<file path="config.mk">
export PLATFORM = sky130hd
export DESIGN_NAME = mixer_rr
export DESIGN_NICKNAME = d
export VERILOG_FILES = /design/src/rtl/mixer_rr.sv
export SDC_FILE = /design/constraint.sdc
export NUM_CORES = 1
export LEC_CHECK = 0
export ABC_AREA = 1
export CELL_PAD_IN_SITES_DETAIL_PLACEMENT = 1
export CELL_PAD_IN_SITES_GLOBAL_PLACEMENT = 2
export CORE_UTILIZATION = 24
export DETAILED_ROUTE_END_ITERATION = 16
export PLACE_DENSITY_LB_ADDON = 0.25
export SLEW_MARGIN = 20
export SYNTH_ARGS = -nofsm -noshare
export SYNTH_HDL_FRONTEND = slang
export SYNTH_SLANG_ARGS = --single-unit
</file>
<file path="constraint.sdc">
create_clock -name sys_clk -period 3.65 [get_ports sys_clk]
set_input_delay 1.095 -clock sys_clk [delete_from_list [all_inputs] [get_ports sys_clk]]
set_output_delay 1.095 -clock sys_clk [all_outputs]
set_load 0.01 [all_outputs]
</file>
<file path="src/rtl/mixer_rr.sv">
// Round-robin N-port packet mixer: merges FWFT input FIFOs into one output FIFO,
// moving each packet whole and forcing EOP after MAX_PKT words without one.
module mixer_rr #(
  parameter int NUM_PORTS  = 6,
  parameter int DATA_WIDTH = 8,
  parameter int MAX_PKT    = 2048
) (
  input  logic                                sys_clk,
  input  logic                                sys_rst_n,
  input  logic [NUM_PORTS*(DATA_WIDTH+1)-1:0] in_dout,
  input  logic [NUM_PORTS-1:0]                in_empty,
  output logic [NUM_PORTS-1:0]                in_rd_en,
  input  logic [NUM_PORTS-1:0]                port_mask,
  output logic [DATA_WIDTH:0]                 din,
  input  logic                                full,
  output logic                                wr_en,
  output logic [$clog2(NUM_PORTS)-1:0]        grant,
  output logic                                busy,
  output logic                                trunc_err
);

  localparam int GW = $clog2(NUM_PORTS);
  localparam int CW = $clog2(MAX_PKT);
  localparam int WW = DATA_WIDTH + 1;

  typedef enum logic {S_IDLE, S_XFER} state_e;

  state_e          state_q;
  logic [GW-1:0]   rr_q;
  logic [GW-1:0]   grant_q;
  logic [CW-1:0]   cnt_q;
  logic [WW-1:0]   din_q;
  logic            wr_en_q;
  logic            trunc_q;

  logic [WW-1:0]        port_word [NUM_PORTS];
  logic [WW-1:0]        cur_word;
  logic [NUM_PORTS-1:0] eligible;
  logic                 hit;
  logic [GW-1:0]        hit_idx;
  logic [GW-1:0]        scan_idx;
  logic                 pop;
  logic                 wdog_hit;

  for (genvar g = 0; g < NUM_PORTS; g++) begin : g_word
    assign port_word[g] = in_dout[g*WW +: WW];
  end

  assign cur_word = port_word[grant_q];
  assign eligible = ~in_empty & port_mask;

  // Scan starts one past the last winner so every port gets a fair turn.
  always_comb begin
    // NOTE: every variable gets a default first so no path leaves it unassigned (no latch).
    hit      = 1'b0;
    hit_idx  = '0;
    scan_idx = '0;
    for (int k = 1; k <= NUM_PORTS; k++) begin
      scan_idx = GW'((int'(rr_q) + k) % NUM_PORTS);
      if (!hit && eligible[scan_idx]) begin
        hit     = 1'b1;
        hit_idx = scan_idx;
      end
    end
  end

  assign pop      = (state_q == S_XFER) && !in_empty[grant_q] && !full;
  assign wdog_hit = (cnt_q == CW'(MAX_PKT - 1));

  always_comb begin
    in_rd_en          = '0;
    in_rd_en[grant_q] = pop;
  end

  always_ff @(posedge sys_clk or negedge sys_rst_n) begin
    if (!sys_rst_n) begin
      state_q <= S_IDLE;
      rr_q    <= GW'(NUM_PORTS - 1);
      grant_q <= '0;
      cnt_q   <= '0;
      din_q   <= '0;
      wr_en_q <= 1'b0;
      trunc_q <= 1'b0;
    end else begin
      // NOTE: non-blocking assignments so every register updates from pre-edge values.
      wr_en_q <= 1'b0;
      trunc_q <= 1'b0;
      unique case (state_q)
        S_IDLE: begin
          if (hit) begin
            grant_q <= hit_idx;
            rr_q    <= hit_idx;
            cnt_q   <= '0;
            state_q <= S_XFER;
          end
        end
        S_XFER: begin
          if (pop) begin
            wr_en_q <= 1'b1;
            din_q   <= cur_word;
            if (cur_word[DATA_WIDTH]) begin
              state_q <= S_IDLE;
            end else if (wdog_hit) begin
              // Overlong packet: terminate it here; the rest becomes a new packet.
              din_q[DATA_WIDTH] <= 1'b1;
              trunc_q           <= 1'b1;
              state_q           <= S_IDLE;
            end else begin
              cnt_q <= cnt_q + 1'b1;
            end
          end
        end
        default: state_q <= S_IDLE;
      endcase
    end
  end

  assign din       = din_q;
  assign wr_en     = wr_en_q;
  assign grant     = grant_q;
  assign busy      = (state_q == S_XFER);
  assign trunc_err = trunc_q;

endmodule

</file>
=== Word-level counts from Yosys, hierarchy flattened ===
Cells that the tools add are included.
Widths: inputs -> output; s select.

* Reductions and logical operators: 18
* Divide/modulo/power cells: 6
* Multipliers: 0
* Magnitude comparators: 9
* Multiplexer cells: 48
* Bitwise gates (word level): 5
* Shift-type cells: 0
* $add $sub $neg: 7
* Equality and inequality tests: 5

{| class="wikitable"
|+ Operators by type and width
! cell !! count
|-
| $mod 32x4->32 const B || 6
|-
| $mux 11 || 4
|-
| $lt 3x4->1 const B || 7
|-
| $bmux 9 s3 || 1
|-
| $mux 1 || 25
|-
| $pmux 11 s2 || 1
|-
| $bmux 1 s3 || 7
|-
| $mux 3 || 6
|-
| $mux 9 || 2
|-
| $add 3x3->4 const B || 3
|-
| $and 6x6->6 || 2
|-
| $add 11x1->11 const B || 1
|-
| $eq 11x11->1 const B || 1
|-
| $add 3x2->4 const B || 2
|-
| $logic_and 1x1->1 || 8
|-
| $logic_not 1->1 || 7
|-
| $ne 2x2->1 const B || 3
|-
| $not 6->6 || 1
|-
| $add 3x1->4 const B || 1
|-
| $ge 4x4->1 const B || 1
|-
| $not 3->4 || 1
|-
| $reduce_and 2->1 || 2
|-
| $reduce_and 4->1 || 1
|-
| $demux 1 s3 || 1
|-
| other kinds (4) || 4
|}

* Word-level logic and storage cells: 105
* Memories kept: 0
* Input port bits: 69
* Latch bits: 0
* Output and inout port bits: 21
* ROM bits: 0
* Memory bits (writable): 0
* Flip-flop bits (word level): 29

=== Longest topological paths before layout ===
Gate-level depths: netlist of run 1.

* Depth after elaboration: 22
* Depth in mapped cells: 25
* Mapped depth without buffers: 24

=== Worst setup path after synthesis of run 1 ===
No wires, ideal clock.

* Path kind: input port to output port
* From: input in_empty[0]
* To: output in_rd_en[4]
* Stages on the path: 6
* Buffers on the path: 1
* Arrival: 2.111 ns
* Slack: 0.444 ns
* Data required time: 2.555 ns
* Path through: inv_1 -> o22ai_1 -> a21oi_1 -> nand3_2 -> clkbuf_1 -> nor4_1

* Longest elaborated chain between the ends: 6

{| class="wikitable"
|+ Ends and longest elaborated chain
! item !! RTL line !! text
|-
| start: declaration || 11 || <nowiki>input logic [NUM_PORTS-1:0] in_empty,</nowiki>
|-
| $bmux 1 s3 || 67 || <nowiki>assign pop = (state_q == S_XFER) && !in_empty[grant_q] && !full;</nowiki>
|-
| $mux 1 (not written as such) || 67 ||
|-
| $logic_not 1->1 || 67 ||
|-
| $logic_and 1x1->1 (2 in series) || 67 ||
|-
| $and 6x6->6 (no line) || n/a ||
|-
| end: declaration || 12 || <nowiki>output logic [NUM_PORTS-1:0] in_rd_en,</nowiki>
|}

No other way between the ends. The select of a mux whose other input is x is not followed.

=== Worst setup path in the final report of run 1 ===
Ends and elaborated chain as after synthesis.

==> flow_summary.json, run 1 <==
{
  "hold_violations": 0,
  "tritoncts_num_sinks": 28,
  "grt_max_degree": 29,
  "place.gp.congestion": 0.7870,
  "slew_headroom": 0.7137,
  "p_total_mw": 3.009,
  "grt_pass1_vias": 3239,
  "portBuffers": 89,
  "via_per_inst": 4.693,
  "final_util": 0.3557,
  "std_cell_rows": 38,
  "grt_pass1_wl_mm": 16.10,
  "syn_nets": 486,
  "max_stage_delay_ns": 0.40,
  "slowest_stage": "clkdlybuf4s50_1",
  "ys_ff_latch": 28,
  "skew_ns": 0.003513,
  "end_kind": "output port",
  "rsz0062_at_grt": "false",
  "hold_class": "reg2reg",
  "synth_cell_type_count": 46,
  "post-route-drc-count": 0,
  "first_pass_iters": 6,
  "yosys_warnings": 0,
  "synthArstFlopShare": 1.000,
  "clkTransAtPathRegs_ns": 0.10,
  "area_growth_pct": 44.09,
  "max_freq_ghz": 0.2837,
  "synth_cells": 406,
  "synth-edff-count": 0,
  "cts_buffer_depth": 2,
  "die-area_um2": 11580,
  "wirelength_mm": 10.01,
  "path_class": "in2out",
  "fillers": 1390,
  "place_inst": 647,
  "drive_gt1_frac": 0.1526,
  "leakage_nw": 1.835,
  "cp.required_ns": 2.55,
  "tns_ns": 0,
  "critPathMaxFanout": 4,
  "crit_chain": "clkdlybuf4s50_1 > inv_1 > o22ai_1 > a21oi_1 > nand3_2 > nor4_1 > dlygate4sd2_1",
  "drtAntennaViolNets": 0,
  "hpwl_mm": 8.246,
  "cts_hold_buf": 0,
  "synth-seq-area-share": 0.2627,
  "min_period_over_period": 0.9659,
  "routedWlPerCell_um": 15.37,
  "clock_latency_ns": 0.28,
  "core_um2": 10840,
  "ioPinCount": 90,
  "crit_arrival_ns": 2.43,
  "die_height_um": 107.6,
  "powerDensity_nw_per_um2": 780.4,
  "root_buffer": "clkbuf_8",
  "cts_tree": "built",
  "finalNonFillerCells": 651,
  "antenna_found_initial": 0,
  "drtIter0Drc": 141,
  "final_common_cell": "nand2_1",
  "period_minus_slack_ns": 3.525,
  "final_cell_mix": "106 x nand2_1, 83 x clkdlybuf4s50_1, 50 x inv_1",
  "status": "complete, no violations",
  "track_usage": 0.1795,
  "cts_buffers": 3,
  "syn_area_um2": 2676,
  "diodes": 0,
  "peakVddDrop_mv": 0.2893,
  "syn_area_per_cell_um2": 6.592,
  "slew_violations": 0,
  "overflow": 0,
  "num_vias": 3055,
  "worstMarginPinSlew_ns": 0.4250,
  "initial_utilization": 0.2469,
  "final_nets": 592,
  "cts_setup_buffers": 0,
  "critPathLaunchType": "input port",
  "finalSetupViolCount": 0,
  "cap_viol_max_count": 0,
  "htreeDepth": 1,
  "hold_slack_ns": 0.5017,
  "die_w_um": 107.6,
  "synth_top_flop_cell": "dfrtp_1"
}
state kept, by name, summed over array words and instances, names as in the netlist:
name,cells
grant,2
rr_q,3
din,9
wr_en,1
trunc_err,1
cnt_q,11
busy,1
final timing paths:
check	start	endpoint	slack [ns]	depth (start not counted)
worst max-delay path	in_empty[0]	in_rd_en[4]	0.12	7
worst min-delay path	din[2]	din[2]	0.50	2
worst max register to register	rr_q[2]	cnt_q[5]	0.30	19
worst min register to register	din[2]	din[2]	0.50	2
max in group asynchronous	sys_rst_n	rr_q[2]	2.14	2
min in group asynchronous	sys_rst_n	cnt_q[6]	1.19	2
cell families (layout without fill, tap and decap cells):
logic type	Yosys count	count (layout)	synth area share
adders and majority gates	11	11	0.05143
and+or+nand+nor	231	231	0.4086
DFF	28	28	0.2627
AOI/OAI and AO/OA	58	58	0.1491
buffers and inverters	73	178	0.1117
xor gates and xnor gates	5	5	0.01637
synthesized netlist by cell type (2+ instances only):
cell / instances / area share
a21oi_1: 9 / 0.017
a221oi_1: 2 / 0.0065
a22oi_1: 8 / 0.022
a31oi_1: 3 / 0.0070
buf_2: 2 / 0.0037
buf_4: 4 / 0.011
dfrtp_1: 26 / 0.24
dfstp_2: 2 / 0.020
ha_1: 11 / 0.051
inv_1: 50 / 0.070
inv_2: 14 / 0.020
nand2_1: 106 / 0.15
nand2_2: 17 / 0.040
nand2_4: 2 / 0.0084
nand3_1: 43 / 0.080
nand3_2: 4 / 0.015
nand4_1: 8 / 0.019
nor2_1: 36 / 0.050
nor2_4: 2 / 0.0084
nor3_1: 6 / 0.011
nor3_2: 2 / 0.0075
o2111ai_1: 5 / 0.016
o21a_1: 2 / 0.0056
o21ai_0: 10 / 0.019
o21ai_1: 4 / 0.0075
o22ai_1: 4 / 0.0093
o2bb2ai_1: 2 / 0.0065
xnor2_1: 2 / 0.0065
xor2_1: 3 / 0.0098
metrics by stage:
| stage | setup WS (ns) | area [µm²] |
|---|---|---|
| floorplan | 0.4439 | 2676 |
| global route | 0.0003788 | 3856 |
| global placement | -0.2573 | 3837 |
| CTS | 0.04044 | 3875 |
| detailed placement | -0.2488 | 3837 |
| finish | 0.1246 | 3856 |
timing repair:
action,4_1_cts,5_1_grt
endpoints found under the setup margin,6,5
resized for setup,7,10
pin swaps,0,0
where the power goes:
group	leakage [nW]	internal (mW)	switching (mW)
Combinational	1.45	0.850	1.46
Sequential	0.358	0.420	0.0954
Clock	0.0228	0.0786	0.103
metal layers:
metal | vias up | global-route usage | share of wire
li1 | 1544 | - | -
met1 | 1438 | 0.2143 | 0.44
met2 | 65 | 0.3301 | 0.50
met3 | 8 | 0.03511 | 0.048
met4 | 0 | 0.03620 | 0.012
met5 | - | 0 | 0
final cells by class:
class,count,area (µm²),share of cell area
multi-input cells,305,1674,0.4341
repair buffers,109,1015,0.2631
flip-flops and latches,28,703.2,0.1823
inverters,65,244.0,0.06327
well taps,140,175.2,0.04543
clock buffers,4,45.04,0.01168
critical path: cells and delay by family:
kind | cells | cell delay [ns]
simple gates | 2 | 0.30
compound gates | 2 | 0.22
buf+inv | 3 | 0.81
(Power assumes the default switching activity.)
==> inputs of run 2 (changes only) <==
Settings changed: PLACE_DENSITY_LB_ADDON 0.25 to 0.1.
==> flow_summary.json, run 2 (synthesis gave the netlist of run 1 again) <==
{
  "place.gp.congestion": 0.7534,
  "end_kind": "output port",
  "cts_setup_buffers": 0,
  "first_pass_iters": 4,
  "htreeDepth": 1,
  "wirelength_mm": 9.789,
  "ioPinCount": 90,
  "post-route-drc-count": 0,
  "diodes": 0,
  "final_util": 0.3565,
  "grt_pass1_vias": 3183,
  "drtIter0Drc": 84,
  "use_met1": 0.2263,
  "worst_slack_ns": 0.04729,
  "p_seq_frac": 0.171,
  "critPathLaunchType": "input port",
  "intPower_mw": 1.411,
  "fillers": 1398,
  "p_sw_frac": 0.5361,
  "via_per_inst": 4.628,
  "clkTransAtPathRegs_ns": 0.10,
  "routedWlPerCell_um": 15.11,
  "crit_arrival_ns": 2.51,
  "hold_class": "reg2reg",
  "die-area_um2": 11580,
  "min_period_over_period": 0.9870,
  "initial_utilization": 0.2469,
  "die_height_um": 107.6,
  "cts_tree": "built",
  "cts_buffers": 3,
  "final_nets": 589,
  "tritoncts_num_sinks": 28,
  "track_usage": 0.1793,
  "cap_viol_max_count": 0,
  "drive_gt1_frac": 0.1476,
  "grt_pass1_wl_mm": 16.14,
  "overflow": 0,
  "grt_max_degree": 29,
  "leakage_nw": 1.833,
  "core_um2": 10840,
  "antenna_found_initial": 0,
  "clock_latency_ns": 0.28,
  "seq_area_um2": 703.2,
  "tns_ns": 0,
  "use_met2": 0.3260,
  "rsz0062_at_grt": "true",
  "powerDensity_nw_per_um2": 786.7,
  "status": "complete, no violations",
  "std_cell_rows": 38,
  "root_buffer": "clkbuf_8",
  "drtAntennaViolNets": 0,
  "largest-register": "cnt_q",
  "slew_violations": 0,
  "pre_cts_ws_ns": -0.2712,
  "net-switching-power_mw": 1.630,
  "slew_headroom": 0.7321,
  "final_common_cell": "nand2_1",
  "period_minus_slack_ns": 3.603,
  "hpwl_mm": 8.085,
  "skew_ns": 0.002266,
  "cp.required_ns": 2.55,
  "die_w_um": 107.6,
  "worstMarginPinSlew_ns": 0.4019,
  "final_cell_mix": "106 x nand2_1, 83 x clkdlybuf4s50_1, 50 x inv_1",
  "multi_input_area_um2": 1674,
  "hold_violations": 0,
  "peakVddDrop_mv": 0.2683,
  "combPwrFrac": 0.746,
  "cts_buffer_depth": 2,
  "portBuffers": 89,
  "critPathMaxFanout": 3,
  "power_frac_clock": 0.082,
  "area_growth_pct": 44.41,
  "largest_reg_flops": 11,
  "grt_busiest_layer": "met2",
  "finalSetupViolCount": 0,
  "path_class": "in2out",
  "use_met3": 0.02603,
  "num_vias": 2999,
  "max_freq_ghz": 0.2776
}
run 2: cell count changes in the layout (fill, tap and decap cells not counted):
| cell | previous run | this run |
|---|---|---|
| o21ai_1 | 5 | 4 |
| buf_4 | 20 | 17 |
| clkdlybuf4s15_1 | 0 | 1 |
| o21ai_0 | 9 | 10 |
| bufinv_16 | 0 | 1 |
| clkbuf_2 | 5 | 4 |
| clkbuf_1 | 1 | 0 |
run 2: path summary, 6_finish.rpt:
check	startpoint	to	slack, ns	cells after the start
min reg2reg	din[4]	din[4]	0.50	2
max reg2reg	rr_q[2]	cnt_q[5]	0.43	19
max in group asynchronous	sys_rst_n	rr_q[0]	2.14	2
min	din[4]	din[4]	0.50	2
min in group asynchronous	sys_rst_n	cnt_q[5]	1.20	2
max	in_empty[3]	in_rd_en[4]	0.05	7
run 2: cell type report:
cell class | count | share of cell area
multi-input combinational | 305 | 0.4332
timing repair buffer | 106 | 0.2580
sequential | 28 | 0.1819
inverter | 65 | 0.06313
tap | 140 | 0.04532
clock buffer | 3 | 0.01068
clock inverter | 1 | 0.007769
run 2: stage by stage:
step	hold WS [ns]	cell area (µm²)	total power [mW]	std cells
after floorplan	0.4902	2676	2.066	406
after global placement	0.4579	3815	2.819	644
after detailed placement	0.4790	3815	2.857	644
after CTS	0.5095	3880	3.124	648
after global routing	0.5184	3865	3.393	648
final	0.4999	3865	3.041	648
run 2: critical path: stages:
cell,delay (ns)
clkdlybuf4s50_1,0.41
inv_1,0.08
o22ai_1,0.10
a21oi_1,0.16
nand3_2,0.14
nor4_1,0.20
dlygate4sd2_1,0.32
run 2: metal layers:
layer	up-vias	part of all wire
met5	-	0
met4	0	0.0035
met3	2	0.038
met2	49	0.50
met1	1408	0.46
li1	1540	-
run 2: repair_timing:
action / CTS / global route
pin swaps: 0 / 1
endpoints found under the hold margin: 0 / 0
resized for setup: 7 / 8
hold buffers: 0 / 0
gates cloned: 0 / 0
endpoints found under the setup margin: 6 / 6
run 2: power groups by stage:
stage	Clock, mW	Sequential, mW	Combinational (mW)
after floorplan	0	0.535	1.53
after global placement	0	0.526	2.29
after detailed placement	0	0.529	2.33
after CTS	0.265	0.525	2.33
after global routing	0.273	0.536	2.58
final	0.251	0.521	2.27
